File: src/rtl/ram_bank.sv
// ram_bank: single-port, byte-writable synchronous RAM with a hardware
// clear sweep and a configurable read pipeline.
//
// Parameters
//   DATA_W   word width (multiple of 8)
//   ADDR_W   address width, depth = 2**ADDR_W
//   RD_LAT   read latency in cycles (1 or 2)
//   RDW_MODE write returns old word (0) or merged new word (1)
//
// Ports
//   clka       clock, rising edge
//   rsta_n     asynchronous active-low reset
//   ena        request valid
//   wea        1 = write, 0 = read (qualified by ena)
//   bea        byte write enables
//   addra      word address
//   dina       write data
//   clr        pulse that starts a clear sweep (ignored while busy)
//   douta      read data, held while dvalida = 0
//   dvalida    pulses RD_LAT cycles after each accepted request
//   busy       high in INIT and during the clear sweep
//   parity_err (only with RAM_BANK_PARITY_EN) parity failure on a read
//
// Optional feature: define RAM_BANK_PARITY_EN to store one even-parity bit
// per byte and add the parity_err output.
module ram_bank #(
  parameter int unsigned DATA_W   = 32,
  parameter int unsigned ADDR_W   = 6,
  parameter int unsigned RD_LAT   = 1,
  parameter int unsigned RDW_MODE = 0
) (
  input  logic                clka,
  input  logic                rsta_n,
  input  logic                ena,
  input  logic                wea,
  input  logic [DATA_W/8-1:0] bea,
  input  logic [ADDR_W-1:0]   addra,
  input  logic [DATA_W-1:0]   dina,
  input  logic                clr,
  output logic [DATA_W-1:0]   douta,
  output logic                dvalida,
`ifdef RAM_BANK_PARITY_EN
  output logic                parity_err,
`endif
  output logic                busy
);

  localparam int unsigned NB    = DATA_W / 8;
  localparam int unsigned DEPTH = 1 << ADDR_W;
  localparam logic [ADDR_W:0] LAST_ADDR = {1'b0, {ADDR_W{1'b1}}};

  typedef enum logic [1:0] {INIT, CLEAR, READY} state_t;

  state_t state_q, state_d;
  logic [ADDR_W:0] sweep_q, sweep_d;

  logic [DATA_W-1:0] mem [DEPTH];

  logic              accept;
  logic              mem_we;
  logic [ADDR_W-1:0] mem_waddr;
  logic [DATA_W-1:0] mem_wdata;
  logic [DATA_W-1:0] rd_word;
  logic [DATA_W-1:0] merged;
  logic [DATA_W-1:0] result;

  // Read pipeline: stage 0 is loaded from the array, last stage drives douta.
  // Each stage only takes new data when its input is valid, so douta holds.
  logic [DATA_W-1:0] pd_q [RD_LAT];
  logic [DATA_W-1:0] pd_d [RD_LAT];
  logic [RD_LAT-1:0] pv_q, pv_d;

`ifdef RAM_BANK_PARITY_EN
  logic [NB-1:0]     par_mem [DEPTH];
  logic [NB-1:0]     par_wdata;
  logic              rd_perr;
  logic [RD_LAT-1:0] pe_q, pe_d;
`endif

  assign accept  = (state_q == READY) && ena && !clr;
  assign rd_word = mem[addra];
  assign busy    = (state_q != READY);
  assign douta   = pd_q[RD_LAT-1];
  assign dvalida = pv_q[RD_LAT-1];

  always_comb begin
    merged = rd_word;
    for (int unsigned i = 0; i < NB; i++) begin
      if (bea[i]) merged[8*i +: 8] = dina[8*i +: 8];
    end
    result = (wea && (RDW_MODE != 0)) ? merged : rd_word;
  end

  // FSM next state and array write port. A clr in READY wins over a
  // same-edge request, which is dropped.
  always_comb begin
    state_d   = state_q;
    sweep_d   = sweep_q;
    mem_we    = 1'b0;
    mem_waddr = addra;
    mem_wdata = merged;
    case (state_q)
      INIT: begin
        state_d = CLEAR;
        sweep_d = '0;
      end
      CLEAR: begin
        mem_we    = 1'b1;
        mem_waddr = sweep_q[ADDR_W-1:0];
        mem_wdata = '0;
        sweep_d   = sweep_q + 1'b1;
        if (sweep_q == LAST_ADDR) state_d = READY;
      end
      READY: begin
        if (clr) begin
          state_d = CLEAR;
          sweep_d = '0;
        end else if (ena && wea) begin
          mem_we = 1'b1;
        end
      end
      default: state_d = INIT;
    endcase
  end

`ifdef RAM_BANK_PARITY_EN
  always_comb begin
    par_wdata = '0;
    rd_perr   = 1'b0;
    for (int unsigned i = 0; i < NB; i++) begin
      par_wdata[i] = ^mem_wdata[8*i +: 8];
      if ((^rd_word[8*i +: 8]) != par_mem[addra][i]) rd_perr = 1'b1;
    end
  end
`endif

  always_comb begin
    pv_d[0] = accept;
    pd_d[0] = accept ? result : pd_q[0];
    for (int unsigned i = 1; i < RD_LAT; i++) begin
      pv_d[i] = pv_q[i-1];
      pd_d[i] = pv_q[i-1] ? pd_q[i-1] : pd_q[i];
    end
`ifdef RAM_BANK_PARITY_EN
    pe_d[0] = accept && !wea && rd_perr;
    for (int unsigned i = 1; i < RD_LAT; i++) begin
      pe_d[i] = pe_q[i-1];
    end
`endif
  end

  always_ff @(posedge clka or negedge rsta_n) begin
    if (!rsta_n) begin
      state_q <= INIT;
      sweep_q <= '0;
      pv_q    <= '0;
      for (int unsigned i = 0; i < RD_LAT; i++) pd_q[i] <= '0;
`ifdef RAM_BANK_PARITY_EN
      pe_q    <= '0;
`endif
    end else begin
      state_q <= state_d;
      sweep_q <= sweep_d;
      pv_q    <= pv_d;
      for (int unsigned i = 0; i < RD_LAT; i++) pd_q[i] <= pd_d[i];
`ifdef RAM_BANK_PARITY_EN
      pe_q    <= pe_d;
`endif
    end
  end

`ifdef RAM_BANK_PARITY_EN
  assign parity_err = pe_q[RD_LAT-1];
`endif

  // Array storage is deliberately not reset; the post-reset sweep zeroes it.
  always_ff @(posedge clka) begin
    if (mem_we) begin
      mem[mem_waddr] <= mem_wdata;
`ifdef RAM_BANK_PARITY_EN
      par_mem[mem_waddr] <= par_wdata;
`endif
    end
  end

endmodule
File: config.mk
export PLATFORM = sky130hd
export DESIGN_NAME = ram_bank
export DESIGN_NICKNAME = d
export VERILOG_FILES = /design/src/rtl/ram_bank.sv
export SDC_FILE = /design/constraint.sdc
export NUM_CORES = 2
export LEC_CHECK = 0
export CAP_MARGIN = 20
export CORE_ASPECT_RATIO = 0.9
export CORE_MARGIN = 4
export CORE_UTILIZATION = 29
export CTS_BUF_LIST = sky130_fd_sc_hd__clkbuf_8
export CTS_CLUSTER_SIZE = 10
export DETAILED_ROUTE_END_ITERATION = 8
export PLACE_DENSITY = 0.44
export SLEW_MARGIN = 20
export SYNTH_ARGS = -nofsm -noshare
export SYNTH_HDL_FRONTEND = slang
export SYNTH_SLANG_ARGS = --single-unit
File: constraint.sdc
create_clock -name clka -period 4.25 [get_ports clka]
set_input_delay 1.0625 -clock clka [delete_from_list [all_inputs] [get_ports clka]]
set_output_delay 1.0625 -clock clka [all_outputs]
set_load 0.02 [all_outputs]
* Yosys cells after proc, flatten, opt, wreduce, memory -nomap -nowiden
Memories as Yosys holds them, arrays and structs flattened.
Index checks and enable logic that the tools add are counted.
** Word-level totals
- Memories :: 1
- RAM bits :: 2048
- Output and inout bits :: 34
- Bits in registers :: 42
- Logic and storage cells :: 36
** Memory list
- mem :: depth 64, bits a word 32, read ports 1, clocked after memory_dff 0, write ports 1, RTL line 57 : logic [DATA_W-1:0] mem [DEPTH];
** Cells by class
- Reduce and logical (&&, ||, !) cells :: 8
- Equal/unequal tests :: 6
- Muxes and demuxes :: 16
- $add $sub $neg :: 1
** Operator list (count)
- $mux W32 :: 1
- $mux W8 :: 4
- $pmux W7 S3 :: 1
- $add A7 B1 Y7 const B :: 1
- $eq A7 B6 Y1 const B :: 1
- $mux W7 :: 1
- $mux W6 :: 1
- $ne A2 B2 Y1 const B :: 3
- $pmux W2 S3 :: 1
- $mux W1 :: 4
- $mux W2 :: 2
- $reduce_and A2 Y1 :: 2
- $logic_and A1 B1 Y1 :: 3
- $reduce_bool A3 Y1 :: 1
- $eq A2 B1 Y1 const B :: 1
- $eq A2 B2 Y1 const B :: 1
- $logic_not A2 Y1 :: 1
- $pmux W1 S2 :: 1
- $logic_not A1 Y1 :: 1

* Longest topological paths before layout
- Depth in word-level cells :: 6
- Depth in mapped cells :: 10
- Mapped depth without buffers :: 9

* Worst setup path after synthesis
Ideal clock, no wire load.
- Path type :: input to register
- From :: in addra[0]
- To :: mem mem[0][23] (data pin)
- Cell stages on the path :: 7
- Setup slack :: -1.387 ns
- Required time :: 3.529 ns
- Path buffers :: 2
- Arrival :: 4.916 ns
- Cells stage by stage :: or4b_1 buf_6 buf_6 o21ai_1 nor3_1 and4_4 o31ai_1
** Between the ends
- Cells in the longest elaborated chain, start to end :: 3
** Ends and longest elaborated chain
- from (decl) :: RTL line 37 : input logic [ADDR_W-1:0] addra,
- $mem_v2 Z64 W32
- $mux W8 :: RTL line 89 : if (bea[i]) merged[8*i +: 8] = dina[8*i +: 8];
- $mux W32 :: RTL line 102 : case (state_q)
- via mem_wdata[23] :: RTL line 62 : logic [DATA_W-1:0] mem_wdata;
- to (decl) :: RTL line 57
The timed path passes the listed nets, and every way through them passes these cells.

* Worst setup path after layout
- From :: reg state_q[0]
- To :: out busy
** Between the ends
- Cells in the longest elaborated chain, start to end :: 1
** Ends and longest elaborated chain
- from (decl) :: RTL line 54 : state_t state_q, state_d;
- from (signal assigned) :: RTL line 162 : state_q <= state_d;
- $ne A2 B2 Y1 :: RTL line 82 : assign busy = (state_q != READY);
- to (decl) :: RTL line 45 : output logic busy
Every way passes these cells.

==> flow_summary.ini <==
[clock_network]
clock_path_buffers = 4
cts_setup_buffers = 0
htree_levels = 5
clk_latency_ns = 1.08
cts_tree = done
numCtsBuffers = 375
cts_hold_buf = 0
root_buffer = clkbuf_8
cts.repair.resized = 0
clk_pin_slew_ns = 0.06
numClockSinks = 2090

[synthesis]
synth_cell_type_count = 44
yosys_warnings = 0
async_flop_share_pct = 2.010
ys.flop_type = edfxtp_1
synth.avg_cell_area_um2 = 17.33
yosys.area.top_type_share_pct = 75.30
synth_area_um2 = 81670
yosysSeqAreaShare_pct = 76.59
syn_inst = 4713
ys_top_cells_by_area = edfxtp_1, mux2i_1, o22ai_1
yosysTopAreaCell = edfxtp_1
synth_seq_cells = 2090
synthesis.nets = 4766
synth_enable_flop_cells = 2048

[timing]
rsz0062_at_grt = false
final.setup_skew_ns = 0.09165
setup_viol = 0
slew_violations = 0
finalSetupTns_ns = 0
relSlewSlack_pct = 35.17
fin_crit_sh_pct = 90.61
fin_crit_ns = 3.851
final_hold_viol_count = 0
worst_pin_slew_ns = 0.9650
fmax_ghz = 0.2597

[pwr]
ir_worst_vdd_uv = 303.3
power.density_nw_per_um2 = 407.6
total_power_mw = 40.99
p_leak_nw = 32.58

[critical_path]
end_kind = output pin
critPathMostFrequentCell = inv_1
required_ns = 3.19
cp.depth = 4
cp-start-kind = flop
crit_buf_inv = 3
worst_ep_arrival_time_ns = 2.79
worstPathMaxFanout = 6
crit_family = buffers and inverters
worstSetupPathType = reg2out
max_stage_delay_ns = 0.69
cp_cell_sequence = inv_1, ha_1, inv_1, clkdlybuf4s50_1
worst_path_max_delay_cell = clkdlybuf4s50_1
reg2reg_depth = 9

[floorplanning]
dieArea_um2 = 290200
initial_core_util_pct = 29.20
pin_count = 81
die_h_um = 511.5
std_cell_rows = 184
coreArea_um2 = 279700
die_w_um = 567.4

[place]
dp_hpwl_um = 171300
place.gp.congestion = 0.8148
dp_cells = 8779
portBuffers = 80

[cells_and_area]
fin_util_pct = 35.95
layout-drive-gt1-share_pct = 19.42
syn2layout_area_growth_pct = 23.13
layoutNonFillerInstCount = 9435
fillers = 26360
final_nets = 5489

[route]
postRouteAntennaNets = 0
drc_errors = 0
wirelength_um = 272600
dr.pass1.iters = 7
drt_iter0_markers = 4017
vias_per_cell = 4.911
wl_per_cell_um = 28.90
via_count = 46340

[global_route]
grtUsageTotal_pct = 18.34
grt_first_pass_wirelength_um = 377300
grt_antenna_before_repair = 5
grt_overflow = 0
grt_max_degree = 65
grt_pass1_vias = 46640

[hold_path]
holdCritPathClass = in2async

[job]
cap_viol_max_count = 0

[run_status]
status = completed
stage by stage:
| step | worst slack [ns] | hold slack [ns] | cell area [um^2] |
|---|---|---|---|
| floorplan | -0.1122 | 0.5023 | 82020 |
| global placement | -0.1047 | 0.4653 | 93960 |
| detailed placement | -0.1799 | 0.4708 | 93960 |
| CTS | 0.2621 | 0.07399 | 100500 |
| global route | 0.2569 | 0.09240 | 100600 |
| finish | 0.3992 | 0.1255 | 100600 |
cell usage after synthesis (5+ instances only):
master    number
nand2_1      212
buf_4         89
nand2b_1       5
buf_2         66
o21ai_0       21
ha_1           6
o22ai_1      192
nor2_1       235
buf_6         12
clkbuf_1      87
mux2i_1     1026
nor3_1        34
buf_1         15
a21oi_1      129
o31ai_1       64
and4_4        19
nand3_1      132
nor4_1        32
nor2b_1        9
nand3b_1       8
a22oi_1      128
dfrtp_1       42
and4_1        46
edfxtp_1    2048
o21ai_1       19
per-layer routing:
layer,share of wire (%),global-route usage (%)
met2,48,30.38
met1,45,25.04
met5,0,0
met4,2.8,5.433
met3,4.3,2.596
worst register-to-register path: cells and delay by family (launching register included):
family / cells / cell delay, ns
adder cells (fa/ha/maj): 1 / 0.66
AND/OR/NAND/NOR: 3 / 0.53
flip-flops: 1 / 0.43
buffers and inverters: 4 / 0.93
AO/OA/AOI/OAI: 1 / 0.12
cell type report:
class | count | area [um^2] | share of cell area (%)
Clock inverter | 259 | 1252 | 1.245
Clock buffer | 387 | 5326 | 5.296
Sequential cell | 2090 | 62550 | 62.20
Inverter | 4 | 15.01 | 0.01493
Multi-Input combinational cell | 2350 | 18610 | 18.51
Timing Repair Buffer | 615 | 8130 | 8.084
Tap cell | 3720 | 4654 | 4.628
Antenna cell | 10 | 25.02 | 0.02488
kinds of logic (layout without fill, tap and decap cells):
group	after synthesis	in the layout	synth area share (%)
compound gates	559	559	4.337
xor+xnor	5	5	0.05362
buf+inv	273	1265	1.875
flops	2090	2090	76.59
mux	1028	1028	12.60
other cells	0	10	0
simple gates	752	752	4.455
fa+ha+maj	6	6	0.09191
report_power, final:
group          internal (mW)  leakage (nW)  switching [mW]  total, mW
combinational          0.657          12.5            1.01       1.67
sequential              22.3          16.3               0       22.3
clock                   8.86          3.80            8.18       17.0
placed cells by master, fill, tap and decap left out, drive strengths merged, types with 2 or more instances in the layout:
master,Yosys,layout
nand4,2,2
and3,2,2
nor2,235,235
o31ai,66,66
a21oi,129,129
buf,182,538
nand2,212,212
clkbuf,87,387
diode,0,10
clkinvlp,0,2
inv,4,121
ha,6,6
nand4b,4,4
or2,5,5
nor3,34,34
o21ai,40,40
a22oi,128,128
and4,65,65
dfrtp,42,42
nand2b,5,5
nor2b,9,9
nand3b,8,8
nand4bb,3,3
o22ai,192,192
nand3,132,132
a31oi,2,2
nor4,32,32
mux2i,1026,1026
clkinv,0,132
bufinv,0,8
mux2,2,2
xnor2,4,4
clkdlybuf4s50,0,77
edfxtp,2048,2048
path summary, 6_finish.rpt:
path | slack [ns] | endpoint | startpoint
hold reg to reg | 0.49 | douta[9] | douta[9]
hold / removal | 0.13 | douta[17] | rsta_n
max in group asynchronous | 3.51 | sweep_q[2] | rsta_n
setup reg to reg | 1.21 | mem[23][26] | state_q[1]
min in group clka | 0.49 | douta[9] | douta[9]
setup / recovery | 0.40 | busy | state_q[0]
state kept, by name (all words and copies together) (netlist names):
signal   cells
douta       32
state_q      2
dvalida      1
sweep_q      7
mem       2048
Note: power is estimated with default switching activity, not from simulation.
